**src/rtl/approx_mult_pkg.sv**
```systemverilog
// Shared types and helpers for the approximate-multiplier pipeline:
// mode encoding, truncation mask construction and parameter legality.
package approx_mult_pkg;

    typedef enum logic {
        MODE_EXACT  = 1'b0,
        MODE_APPROX = 1'b1
    } mode_e;

    // Widest product supported (N=32); masks are built at this width and sliced.
    localparam int MAX_PROD_W = 64;

    function automatic logic [MAX_PROD_W-1:0] trunc_mask(input int n, input int cut);
        logic [MAX_PROD_W-1:0] m;
        m = '0;
        for (int c = 0; c < MAX_PROD_W; c++) begin
            if (c >= cut && c < 2 * n) begin
                m[c] = 1'b1;
            end
        end
        return m;
    endfunction

    function automatic bit params_legal(input int n, input int l, input int cut,
                                        input int tag_w, input int cnt_w);
        return (n >= 4) && (n <= 32) &&
               (l >= 1) && (l <= n - 1) &&
               (cut >= 0) && (cut <= 2 * n) &&
               (tag_w >= 1) && (cnt_w >= 1);
    endfunction

endpackage

```
**src/rtl/approx_lo_rows.sv**
```systemverilog
// Sums the L low partial-product rows twice: exactly, and with every column
// below CUT discarded. The difference between the two is the error distance.
module approx_lo_rows
    import approx_mult_pkg::*;
#(
    parameter int N   = 8,
    parameter int L   = 2,
    parameter int CUT = 6
) (
    input  logic [N-1:0]   y,
    input  logic [L-1:0]   x_lo,
    output logic [2*N-1:0] lo_exact,
    output logic [2*N-1:0] lo_trunc
);

    localparam logic [MAX_PROD_W-1:0] MASK_FULL = trunc_mask(N, CUT);
    localparam logic [2*N-1:0]        MASK      = MASK_FULL[2*N-1:0];

    logic [2*N-1:0] pp;

    always_comb begin
        lo_exact = '0;
        lo_trunc = '0;
        pp       = '0;
        for (int i = 0; i < L; i++) begin
            pp       = {{N{1'b0}}, y & {N{x_lo[i]}}} << i;
            lo_exact = lo_exact + pp;
            lo_trunc = lo_trunc + (pp & MASK);
        end
    end

endmodule

```
**src/rtl/approx_mult_pipe.sv**
```systemverilog
// Two-stage valid/ready N x N multiplier with selectable exact/approximate
// result, error-distance output, tag passthrough and saturating approx counter.
module approx_mult_pipe
    import approx_mult_pkg::*;
#(
    parameter int N     = 8,
    parameter int L     = 2,
    parameter int CUT   = 6,
    parameter int TAG_W = 4,
    parameter int CNT_W = 16
) (
    input  logic             clk,
    input  logic             rst_n,
    input  logic             in_valid,
    output logic             in_ready,
    input  logic [N-1:0]     x,
    input  logic [N-1:0]     y,
    input  logic             mode,
    input  logic [TAG_W-1:0] tag_in,
    output logic             out_valid,
    input  logic             out_ready,
    output logic [2*N-1:0]   z,
    output logic [2*N-1:0]   err,
    output logic             mode_out,
    output logic [TAG_W-1:0] tag_out,
    output logic [CNT_W-1:0] approx_cnt,
    input  logic             cnt_clr
);

    if (!params_legal(N, L, CUT, TAG_W, CNT_W)) begin : g_param_check
        $error("approx_mult_pipe: illegal parameter combination");
    end

    logic             s1_valid;
    logic [2*N-1:0]   s1_hi;
    logic [2*N-1:0]   s1_lo_exact;
    logic [2*N-1:0]   s1_lo_trunc;
    mode_e            s1_mode;
    logic [TAG_W-1:0] s1_tag;

    logic             s1_en;
    logic             s2_en;

    logic [2*N-1:0]   hi_prod;
    logic [2*N-1:0]   lo_exact;
    logic [2*N-1:0]   lo_trunc;

    logic [2*N-1:0]   hi_shift;
    logic [2*N-1:0]   exact_sum;
    logic [2*N-1:0]   approx_sum;
    logic [2*N-1:0]   lo_diff;

    assign s2_en    = !out_valid || out_ready;
    assign s1_en    = !s1_valid || s2_en;
    assign in_ready = s1_en;

    // The upper rows are identical in both modes, so they are one shared product.
    assign hi_prod = {{N{1'b0}}, y} * {{(N+L){1'b0}}, x[N-1:L]};

    approx_lo_rows #(
        .N   (N),
        .L   (L),
        .CUT (CUT)
    ) u_lo_rows (
        .y        (y),
        .x_lo     (x[L-1:0]),
        .lo_exact (lo_exact),
        .lo_trunc (lo_trunc)
    );

    always_ff @(posedge clk or negedge rst_n) begin
        if (!rst_n) begin
            s1_valid    <= 1'b0;
            s1_hi       <= '0;
            s1_lo_exact <= '0;
            s1_lo_trunc <= '0;
            s1_mode     <= MODE_EXACT;
            s1_tag      <= '0;
        end else if (s1_en) begin
            s1_valid <= in_valid;
            if (in_valid) begin
                s1_hi       <= hi_prod;
                s1_lo_exact <= lo_exact;
                s1_lo_trunc <= lo_trunc;
                s1_mode     <= mode_e'(mode);
                s1_tag      <= tag_in;
            end
        end
    end

    assign hi_shift   = s1_hi << L;
    assign exact_sum  = hi_shift + s1_lo_exact;
    assign approx_sum = hi_shift + s1_lo_trunc;
    assign lo_diff    = s1_lo_exact - s1_lo_trunc;

    always_ff @(posedge clk or negedge rst_n) begin
        if (!rst_n) begin
            out_valid <= 1'b0;
            z         <= '0;
            err       <= '0;
            mode_out  <= 1'b0;
            tag_out   <= '0;
        end else if (s2_en) begin
            out_valid <= s1_valid;
            if (s1_valid) begin
                z        <= (s1_mode == MODE_APPROX) ? approx_sum : exact_sum;
                err      <= (s1_mode == MODE_APPROX) ? lo_diff : '0;
                mode_out <= (s1_mode == MODE_APPROX);
                tag_out  <= s1_tag;
            end
        end
    end

    // Clear wins over a same-cycle increment; the count sticks at all-ones.
    always_ff @(posedge clk or negedge rst_n) begin
        if (!rst_n) begin
            approx_cnt <= '0;
        end else if (cnt_clr) begin
            approx_cnt <= '0;
        end else if (out_valid && out_ready && mode_out &&
                     (approx_cnt != {CNT_W{1'b1}})) begin
            approx_cnt <= approx_cnt + CNT_W'(1);
        end
    end

endmodule

```
**config.mk**
```make
export PLATFORM = sky130hd
export DESIGN_NAME = approx_mult_pipe
export DESIGN_NICKNAME = d
export VERILOG_FILES = /design/src/rtl/approx_mult_pkg.sv /design/src/rtl/approx_lo_rows.sv /design/src/rtl/approx_mult_pipe.sv
export SDC_FILE = /design/constraint.sdc
export NUM_CORES = 1
export LEC_CHECK = 0
export CAP_MARGIN = 40
export CORE_MARGIN = 3
export CORE_UTILIZATION = 50
export CTS_CLUSTER_SIZE = 20
export DETAILED_ROUTE_END_ITERATION = 16
export PLACE_DENSITY = 0.72
export SETUP_SLACK_MARGIN = 0.15
export SYNTH_ARGS = -nofsm -noshare
export SYNTH_HDL_FRONTEND = slang
export SYNTH_HIERARCHICAL = 1
export SYNTH_SLANG_ARGS = --single-unit
export TNS_END_PERCENT = 100
```
**constraint.sdc**
```tcl
create_clock -name clk -period 3.4 [get_ports clk]
set_input_delay 0.68 -clock clk [delete_from_list [all_inputs] [get_ports clk]]
set_output_delay 0.68 -clock clk [all_outputs]
set_load 0.03 [all_outputs]
```
Word level (Yosys, flattened, before mapping)
Cells that the tools add are included.
{ "word_totals": {"register_bits": 106, "input_bits": 26, "wordCells": 36} }
{ "classes": {"n_addsub": 6, "n_mul": 1, "n_eq_ne": 1, "n_mux": 4, "n_bitwise": 2, "reduce_logical": 10} }
{ "op_table": {"columns": ["operator", "count"], "rows": [
  ["$mux 16", 4],
  ["$add 16x16->16", 2],
  ["$add 8x9->10", 2],
  ["$add 16x1->16 const B", 1],
  ["$and 8x8->8", 2],
  ["$ne 16x16->1 const B", 1],
  ["$sub 16x16->16", 1],
  ["$mul 8x6->14", 1],
  ["$reduce_and 2->1", 2],
  ["$logic_and 1x1->1", 3],
  ["$logic_not 1->1", 2],
  ["$logic_or 1x1->1", 2],
  ["$reduce_bool 2->1", 1]
]} }

Longest topological paths before layout
Gate-level depths: netlist (run 1).
{ "logic_depth": {"depth_word": 5, "depth_mapped": 14, "ltp_nobuf": 14} }

Cells and area by module
The synthesis (run 1) kept the hierarchy.
{ "by_module_without_submodules": {"columns": ["mod", "instances", "cells_each", "area_per_inst_um2", "seq_area_each_um2"], "rows": [
  ["approx_mult_pipe", 1, 733, 7179.4, 2652.5],
  ["approx_lo_rows", 1, 76, 560.5, 0.0]
]} }

Worst setup path before layout (run 1)
OpenSTA, ideal clock, no wires.
{ "synth_timing": {"path_kind": "input -> register", "from": "input y[3]", "to": "register s1_hi[13]", "setup_time_ns": 0.131, "t_arrival_ns": 3.719, "required_time_ns": 3.269, "path_slack_ns": -0.449, "cell_stages": 13, "path_buffers": 0, "cell_sequence": "and2_1 fa_1 inv_1 fa_1 fa_1 inv_1 ha_1 nor2b_1 o21ai_1 a21boi_1 o31ai_1 a2111o_1 nand3_1"} }
{ "synth_between": {"elab_chain_len": 1} }
{ "synth_lines": {"columns": ["item", "line_no", "rtl"], "rows": [
  ["start: declaration", "approx_mult_pipe.sv:17", "input logic [N-1:0] y,"],
  ["$mul 8x6->14", "approx_mult_pipe.sv:58", "assign hi_prod = {{N{1'b0}}, y} * {{(N+L){1'b0}}, x[N-1:L]};"],
  ["end signal: assignment", "approx_mult_pipe.sv:82", "s1_hi <= hi_prod;"],
  ["end: declaration", "approx_mult_pipe.sv:35", "logic [2*N-1:0] s1_hi;"]
]} }
No other way between the ends.
A chain may end at the register's enable or synchronous reset.

Worst setup path in the final report (run 1)
{ "layout_timing": {"from": "input x[2]", "to": "register s1_hi[10]"} }
{ "layout_between": {"elab_chain_len": 1} }
{ "layout_lines": {"columns": ["item", "line_no", "rtl"], "rows": [
  ["start: declaration", "approx_mult_pipe.sv:16", "input logic [N-1:0] x,"],
  ["$mul 8x6->14", "approx_mult_pipe.sv:58", null]
]} }
No other way between the ends.

==> flow_metrics.py, run 1 <==
metrics = {
    "placement": {
        "dp.cells": 1093,
        "hpwl_microns": 12870,
        "gp_congestion": 0.8841,
        "io_buffer_count": 80,
    },
    "worst_setup_path": {
        "critPathKind": "input port to flop",
        "path_buf_inv": 4,
        "critical_path_required_ns": 3.63,
        "cp-end-kind": "flop",
        "critPathMaxStageDelay_ns": 0.55,
        "cp_max_fo": 5,
        "arrival_ns": 3.73,
        "start_kind": "input port",
        "cp_slowest_cell": "fa_1",
        "cp_top_family": "adder cells",
        "path_cells": "buf_8 -> buf_6 -> and2_4 -> fa_1 -> ha_2 -> inv_2 -> fa_1 -> inv_1 -> ha_1 -> a21o_1 -> a211oi_4 -> o21ai_1 -> a21oi_1 -> xor2_1 -> o21ai_1",
    },
    "sta": {
        "setup_viol": 6,
        "fin_crit_sh_pct": 102.9,
        "skew_ns": 0.007972,
        "hold_ws_ns": 0.3668,
        "worst_pin_slew_ns": 0.6623,
        "rsz0062_at_grt": "yes",
        "fmax_ghz": 0.2858,
        "setup_slack_ns": -0.09862,
        "hold_viol_final": 0,
        "slew_violations": 0,
        "period_minus_slack_ns": 3.499,
        "slew_headroom_pct": 55.85,
    },
    "power": {
        "swShare_pct": 40.48,
        "p_int_mw": 3.630,
        "power_density_nw_per_um2": 637.1,
        "combinationalPowerShare_pct": 54.0,
        "leakage_nw": 4.412,
        "switching_power_mw": 2.468,
        "power_frac_clock_pct": 16.7,
        "total_power_mw": 6.098,
        "pwr-share-seq_pct": 29.3,
        "vdd_drop_max_mv": 0.2671,
    },
    "grt": {
        "grt_max_degree": 57,
        "grt_overflow": 0,
        "first_global_vias": 5688,
        "antenna_found_initial": 0,
        "grt_pass1_wl_microns": 27600,
        "grt.total_usage_pct": 20.17,
    },
    "status": {
        "status": "finished with violations",
        "violations": "negative setup slack",
    },
    "floorplanning": {
        "io_pins": 81,
        "die_x_microns": 130.4,
        "placementRows": 44,
        "core_sq_um": 14860,
        "die_h_microns": 130.4,
        "initial_core_util_pct": 52.07,
        "dieArea_sq_um": 17010,
    },
    "yosys": {
        "synth_seq_cells": 106,
        "ys.flop_type": "dfrtp_1",
        "synth.most_common_cell": "dfrtp_1",
        "ys_warn_count": 6,
        "synth_area_sq_um": 7740,
        "yosysTopAreaCellShare_pct": 34.27,
        "yosysSeqAreaShare_pct": 34.27,
        "syn_inst": 809,
        "ys_types": 66,
        "synth_common_cells": "dfrtp_1, nand2_1, inv_1",
        "ys_top_cells_by_area": "dfrtp_1, ha_1, mux2_2",
        "async_flop_share_pct": 100.0,
        "synth_top_cell_by_area": "dfrtp_1",
        "synth_edf_count": 0,
        "synth_area_per_cell_sq_um": 9.567,
    },
    "routing": {
        "first_pass_iters": 4,
        "ant_nets": 0,
        "remaining_drc_errors": 0,
        "first_iter_violations": 430,
        "wire_per_inst_microns": 15.11,
        "routed_wirelength_microns": 16810,
        "vias": 5938,
        "viasPerCell": 5.335,
    },
    "clocking": {
        "clock-sinks": 106,
        "clk_latency_ns": 0.35,
        "cts.root.buffer_cell": "clkbuf_16",
        "clockBufferDepth": 2,
        "cts_made_buffers": 9,
        "clk_pin_slew_ns": 0.07,
        "h-tree-depth": 3,
        "cts_tree": "yes",
    },
    "final_layout": {
        "fillCellCount": 1229,
        "multi_input_area_sq_um": 4952,
        "num_antenna_cells": 0,
        "area_delta_synth_final_pct": 23.67,
        "register_area_sq_um": 2653,
        "finalNetCount": 1039,
        "utilization_pct": 64.39,
        "drive_gt1_share_pct": 21.31,
        "fin_cells": 1113,
    },
    "hold_path": {
        "hp-class": "input port to asynchronous set/reset pin",
    },
    "job": {
        "maxCapViolations": 0,
    },
}
## metrics by stage
stage                     setup TNS [ns]  worst slack [ns]  cell area [sq um]
final                            -0.4113          -0.09862               9572
after global routing              -1.042           -0.2302               9572
after CTS                        -0.5366           -0.1214               9519
after detailed placement          -6.816           -0.9338               9051
after global placement            -6.355           -0.8723               9051
after floorplan                  -0.7717           -0.2537               7909
## sequential cells by signal (all words and copies together), names as in the netlist, 4 cells and up
signal	count
s1_lo_trunc	16
s1_hi	14
approx_cnt	16
s1_lo_exact	16
z	16
err	16
tag_out	4
s1_tag	4
## area by class of cell
class                           instances  area share [%]
Multi-Input combinational cell        614           51.74
Timing Repair Buffer                  128           12.58
Clock buffer                            9           2.353
Sequential cell                       106           27.71
Inverter                               67           2.627
Clock inverter                          5          0.5882
Tap cell                              184           2.405
## final timing paths
path	to	slack [ns]	cells past startpoint	startpoint
setup / recovery	s1_hi[10]$_DFFE_PN0P_	-0.1	15	x[2]
max in group asynchronous	s1_lo_trunc[3]$_DFFE_PN0P_	2.30	2	rst_n
min in group clk	tag_out[0]$_DFFE_PN0P_	0.47	2	s1_tag[0]$_DFFE_PN0P_
hold reg to reg	tag_out[0]$_DFFE_PN0P_	0.47	2	s1_tag[0]$_DFFE_PN0P_
setup reg to reg	z[13]$_DFFE_PN0P_	0.56	9	s1_mode$_DFFE_PN0P_
hold / removal	approx_cnt[4]$_DFFE_PN0P_	0.37	1	rst_n
## what timing repair did
action | CTS | global route
cloned | 0 | 0
hold buffers | 0 | 0
hold endpoints to repair | 0 | 0
pin swaps | 51 | 27
gates resized for setup | 99 | 11
setup endpoints to repair | 9 | 7
setup buffers | 3 | 3
## power by group through the flow
stage / logic [mW] / clock network, mW / registers [mW]
after floorplan: 1.81 / 0 / 2.11
after global placement: 3.06 / 0 / 1.80
after detailed placement: 3.11 / 0 / 1.81
after CTS: 3.27 / 1.04 / 1.79
after global routing: 3.60 / 1.09 / 1.83
final: 3.29 / 1.02 / 1.79
## cells by family (layout without fill, tap and decap cells)
kind of cell / Yosys count / after routing / synth area share (%)
DFF: 106 / 106 / 34.27
other: 1 / 18 / 0.04845
AOI/OAI and AO/OA: 145 / 145 / 12.01
buffers and inverters: 106 / 209 / 6.078
and+or+nand+nor: 256 / 256 / 16.62
adders and majority gates: 87 / 87 / 16.88
xor gates and xnor gates: 48 / 48 / 5.432
muxes: 60 / 60 / 8.665
## per-layer routing
metal,wire [microns],track usage (%),vias to the layer above
met5,0,0,-
met4,320,6.171,0
met3,556,2.236,20
met2,7917,33.04,109
met1,8020,28.43,2852
li1,-,-,2957
## cells in the final DEF (no fill, tap or decap), drive strengths merged, types with 3 or more instances in the layout
cell and n:
inv 68, o211ai 5, nand2b 6, clkbuf 10
conb 18, nor3 7, ha 58, o21a 7
mux2i 7, nor2b 6, a21oi 36, nand4 8
and4 3, and2 56, o31ai 8, nor2 42
nand3 20, nor3b 4, a21o 7, clkdlybuf4s50 65
nand2 88, buf 59, nor4 3, fa 29
dfrtp 106, mux2 53, a211oi 9, a31oi 4
or3 3, xnor2 10, o21ai 49, and3 4
xor2 38
Note: power is estimated with default switching activity, not from simulation.
==> run 2, diff against run 1 <==
Settings changed: PLACE_DENSITY 0.72 to 0.75.
Clock period 3.4 ns to 3.2 ns, I/O delays scaled along.
==> run 2 against run 1 <==
Effect of this change:
- the flow still finishes with violations (negative setup slack)
- clock-buffer cell count grew 1
- sequential cell count is the same
- combinational power grew 11%
- utilization grew 0.58 points
- final cell count grew 0.72%
- critical path type unchanged
- highest routed layer unchanged
- worst setup slack lost 0.12 ns
==> flow_metrics.py, run 2 (synthesized netlist as in run 1, its figures left out) <==
metrics = {
    "routing": {
        "remaining_drc_errors": 0,
        "vias": 5972,
        "ant_nets": 0,
        "routed_wirelength_microns": 17050,
        "first_pass_iters": 4,
        "first_iter_violations": 417,
        "wire_per_inst_microns": 15.21,
        "viasPerCell": 5.327,
    },
    "clocking": {
        "clk_pin_slew_ns": 0.07,
        "cts_tree": "yes",
        "clock-sinks": 106,
        "clockBufferDepth": 2,
        "hold_buffers": 0,
        "cts.root.buffer_cell": "clkbuf_16",
        "h-tree-depth": 3,
        "clk_latency_ns": 0.35,
        "cts_made_buffers": 9,
    },
    "worst_setup_path": {
        "path_cells": "clkbuf_4 -> and2_4 -> fa_1 -> ha_1 -> inv_1 -> fa_1 -> buf_6 -> fa_2 -> nor2b_4 -> o21ai_4 -> a21boi_4 -> o31ai_4 -> a2111o_1 -> nand3_1",
        "critical_path_required_ns": 3.49,
        "cp_slowest_cell": "fa_1",
        "r2r_start": "s1_mode$_DFFE_PN0P_",
        "arrival_ns": 3.71,
        "critPathMaxStageDelay_ns": 0.48,
        "r2r_slack_ns": 0.44,
        "start_kind": "input port",
        "startpoint": "y[2]",
        "cp_max_fo": 6,
        "cp-end-kind": "flop",
        "critPathKind": "input port to flop",
        "worst_path_most_repeated_cell": "fa_1",
    },
    "status": {
        "status": "finished with violations",
        "violations": "negative setup slack",
    },
    "placement": {
        "hpwl_microns": 13020,
        "dp.cells": 1096,
        "io_buffer_count": 80,
        "place_area_sq_um": 9086,
        "gp_congestion": 0.8779,
    },
    "floorplanning": {
        "die_x_microns": 130.4,
        "io_pins": 81,
        "placementRows": 44,
        "dieArea_sq_um": 17010,
        "initial_core_util_pct": 52.07,
        "core_sq_um": 14860,
        "die_h_microns": 130.4,
    },
    "grt": {
        "antenna_found_initial": 0,
        "grt_overflow": 0,
        "first_global_vias": 5737,
        "grt_max_degree": 73,
        "grt_pass1_wl_microns": 27920,
        "grt.total_usage_pct": 20.41,
    },
    "final_layout": {
        "final_common_cell": "dfrtp_1",
        "utilization_pct": 64.97,
        "fin_cells": 1121,
        "fillCellCount": 1195,
        "finalNetCount": 1045,
        "drive_gt1_share_pct": 22.52,
        "num_antenna_cells": 0,
        "area_delta_synth_final_pct": 24.78,
        "layout_common_cells": "dfrtp_1, nand2_1, clkdlybuf4s50_1",
        "fin_area_sq_um": 9658,
    },
    "power": {
        "total_power_mw": 6.678,
        "vdd_drop_max_mv": 0.3106,
        "power_density_nw_per_um2": 691.5,
        "leakage_nw": 4.469,
    },
    "sta": {
        "fmax_ghz": 0.2923,
        "setup_slack_ns": -0.2209,
        "rsz0062_at_grt": "yes",
        "slew_violations": 0,
        "finalSetupTns_ns": -1.279,
        "fin_crit_sh_pct": 106.9,
        "hold_viol_final": 0,
        "skew_ns": 0.005793,
        "setup_viol": 7,
        "period_minus_slack_ns": 3.421,
    },
    "job": {
        "maxCapViolations": 0,
    },
    "hold_path": {
        "hp-class": "input port to asynchronous set/reset pin",
    },
}
-- run 2: cell count changes in the layout (fill, tap and decap cells not counted), sizes merged --
cell	before	now
clkdlybuf4s15	1	0
dlygate4sd2	2	0
clkbuf	10	14
inv	68	69
buf	59	65
-- run 2: path summary, 6_finish.rpt --
| path | end | cells past startpoint |
|---|---|---|
| worst max-delay path | s1_hi[13]$_DFFE_PN0P_ | 14 |
| worst min-delay path | approx_cnt[4]$_DFFE_PN0P_ | 1 |
| worst max register to register | z[13]$_DFFE_PN0P_ | 9 |
| worst min register to register | tag_out[0]$_DFFE_PN0P_ | 2 |
| max in group asynchronous | s1_lo_trunc[4]$_DFFE_PN0P_ | 2 |
| min in group clk | tag_out[0]$_DFFE_PN0P_ | 2 |
-- run 2: routing by layer --
metal / GRT usage [%] / vias up / wire [microns]
li1: - / 2974 / -
met1: 29.05 / 2845 / 8305
met2: 32.68 / 124 / 7837
met3: 2.886 / 29 / 535
met4: 6.110 / 0 / 374
met5: 0 / - / 0
-- run 2: critical path: cells and delay by family --
family                   cells  cell delay (ns)
AO/OA/AOI/OAI                4             0.73
buffers and inverters        3             0.36
AND/OR/NAND/NOR              3             0.35
adder cells (fa/ha/maj)      4             1.64
-- run 2: what timing repair did --
action,CTS,global route
pin swaps,31,40
resized for setup,89,45
setup buffers,6,3
endpoints found under the setup margin,10,9
-- run 2: through the flow --
stage                     setup WS, ns  hold WS (ns)
after CTS                      -0.2038        0.2426
after global placement          -1.077        0.4415
after detailed placement        -1.118        0.4498
final                          -0.2209        0.2330
after global routing           -0.3688        0.2564
after floorplan                -0.4137        0.3444
-- run 2: area by class of cell --
type                    count  area [sq um]  area share, %
clock buffers              10         229.0          2.371
clock inverters             6         65.06         0.6737
repair buffers            134          1281          13.27
well taps                 184         230.2          2.384
flip-flops and latches    106          2653          27.46
inverters                  67         251.5          2.604
multi-input cells         614          4949          51.24
-- run 2: where the power goes --
group          switching, mW  internal (mW)
Sequential             0.227           1.67
Combinational           1.98           1.67
Clock                  0.512          0.611
Total                   2.72           3.95
==> run 3, diff against run 2 <==
Settings changed: CORE_ASPECT_RATIO set to 0.7, GPL_TIMING_DRIVEN set to 0, PLACE_DENSITY 0.75 to 0.82.
==> run 3 against run 2 <==
Effect of this change:
- sequential cell count unchanged
- fmax shrank 1.7%
- via count grew 2.3%
- largest power group unchanged
- critical path type unchanged
- final cell count barely moved
- clock power is 5% lower
- largest cell class unchanged
- first-iteration DRC count is 17% lower
- the flow still finishes with violations (negative setup slack)
==> flow_metrics.py, run 3 (synthesized netlist as in run 1, its figures left out) <==
metrics = {
    "status": {
        "status": "finished with violations",
        "violations": "negative setup slack",
    },
    "routing": {
        "routed_wirelength_microns": 18400,
        "viasPerCell": 5.443,
        "remaining_drc_errors": 0,
        "vias": 6107,
        "wire_per_inst_microns": 16.40,
        "ant_nets": 0,
        "first_pass_iters": 6,
        "first_iter_violations": 348,
    },
    "final_layout": {
        "final_common_cell": "dfrtp_1",
        "layout_common_cells": "dfrtp_1, nand2_1, clkdlybuf4s50_1",
        "num_antenna_cells": 0,
        "finalNetCount": 1035,
        "area_delta_synth_final_pct": 22.02,
        "drive_gt1_share_pct": 18.66,
        "fin_area_sq_um": 9444,
        "fin_cells": 1122,
    },
    "power": {
        "p_int_mw": 3.739,
        "pwr-share-seq_pct": 29.6,
        "power_density_nw_per_um2": 689.1,
        "vdd_drop_max_mv": 0.4197,
        "swShare_pct": 42.55,
        "leakage_nw": 4.343,
        "combinationalPowerShare_pct": 54.1,
        "power_frac_clock_pct": 16.3,
        "switching_power_mw": 2.769,
        "total_power_mw": 6.508,
    },
    "grt": {
        "antenna_found_initial": 0,
        "grt_overflow": 0,
        "first_global_vias": 5895,
        "grt_pass1_wl_microns": 30080,
        "grt.total_usage_pct": 22.25,
        "grt_max_degree": 69,
    },
    "floorplanning": {
        "core_sq_um": 14910,
        "initial_core_util_pct": 51.92,
        "die_h_microns": 110.1,
        "dieArea_sq_um": 17030,
        "die_x_microns": 154.7,
        "io_pins": 81,
        "placementRows": 37,
    },
    "sta": {
        "fin_crit_sh_pct": 108.7,
        "setup_slack_ns": -0.2790,
        "fmax_ghz": 0.2874,
        "worst_pin_slew_ns": 0.7711,
        "period_minus_slack_ns": 3.479,
        "slew_violations": 0,
        "slew_headroom_pct": 48.60,
        "hold_ws_ns": 0.2532,
        "skew_ns": 0.008172,
        "setup_viol": 7,
        "rsz0062_at_grt": "yes",
        "hold_viol_final": 0,
    },
    "clocking": {
        "clock-sinks": 106,
        "cts.root.buffer_cell": "clkbuf_16",
        "cts_made_buffers": 9,
        "clk_latency_ns": 0.36,
        "clk_pin_slew_ns": 0.07,
        "cts_tree": "yes",
        "h-tree-depth": 3,
        "clockBufferDepth": 2,
        "hold_buffers": 0,
    },
    "placement": {
        "hpwl_microns": 14120,
        "gp_congestion": 0.9065,
        "place_area_sq_um": 8969,
        "io_buffer_count": 79,
        "dp.cells": 1101,
    },
    "job": {
        "maxCapViolations": 0,
    },
    "worst_setup_path": {
        "cp_max_fo": 8,
        "cp-end-kind": "flop",
        "critical_path_required_ns": 3.43,
        "arrival_ns": 3.70,
        "start_kind": "input port",
        "critPathKind": "input port to flop",
    },
    "hold_path": {
        "hp-class": "input port to asynchronous set/reset pin",
    },
}
==> run 3: cell type report <==
cell class | instances | area (sq um)
Clock buffer | 10 | 229.0
Timing Repair Buffer | 85 | 854.6
Clock inverter | 6 | 46.29
Buffer | 39 | 229.0
Sequential cell | 106 | 2653
Multi-Input combinational cell | 614 | 4937
Inverter | 67 | 251.5
Tap cell | 195 | 244.0
Fill cell | 1160 | 5463
==> run 3: worst max-delay path, stage by stage <==
cell,delay (ns)
buf_8,0.12
nand2_8,0.05
fa_1,0.53
inv_1,0.05
fa_1,0.49
inv_1,0.06
fa_1,0.49
inv_2,0.04
ha_4,0.23
a21o_1,0.19
a211oi_2,0.19
o21ai_1,0.10
a31oi_1,0.20
xor2_1,0.23
o21ai_1,0.08
==> run 3: worst paths after layout <==
path | start | endpoint | slack (ns) | cells after the start
worst max-delay path | y[6] | s1_hi[12]$_DFFE_PN0P_ | -0.28 | 15
worst max register to register | s1_mode$_DFFE_PN0P_ | z[13]$_DFFE_PN0P_ | 0.31 | 11
max in group asynchronous | rst_n | s1_lo_exact[11]$_DFFE_PN0P_ | 2.23 | 2
worst min register to register | s1_tag[3]$_DFFE_PN0P_ | tag_out[3]$_DFFE_PN0P_ | 0.47 | 2
worst min-delay path | rst_n | tag_out[2]$_DFFE_PN0P_ | 0.25 | 1
min in group clk | s1_tag[3]$_DFFE_PN0P_ | tag_out[3]$_DFFE_PN0P_ | 0.47 | 2
==> run 3: repair_timing <==
item | 4_1_cts | 5_1_grt
cloned | 0 | 0
resized for setup | 97 | 19
setup buffers | 4 | 1
endpoints found under the setup margin | 14 | 10
pin swaps | 24 | 12
==> run 3: stage by stage <==
stage	setup WS, ns	util, %	setup TNS [ns]
after floorplan	-0.4137	-	-1.709
after global placement	-2.455	60.00	-268.62
after detailed placement	-1.306	60.16	-10.19
after CTS	-0.2647	62.64	-1.167
after global routing	-0.3694	63.35	-2.088
final	-0.2790	63.35	-1.269
==> run 3: power groups by stage <==
stage                     registers (mW)  clock network [mW]  logic, mW
final                               1.92                1.06       3.52
after global placement              1.92                   0       3.18
after detailed placement            1.94                   0       3.27
after CTS                           1.92                1.07       3.38
after global routing                1.96                1.12       3.86
after floorplan                     2.25                   0       1.92
==> run 3: metal layers <==
layer	GRT usage (%)	vias to the layer above	part of all wire, %
met5	0	-	0
met4	5.419	0	1.7
met2	32.75	207	42
met1	33.98	2916	50
li1	-	2964	-
met3	4.175	20	6.2
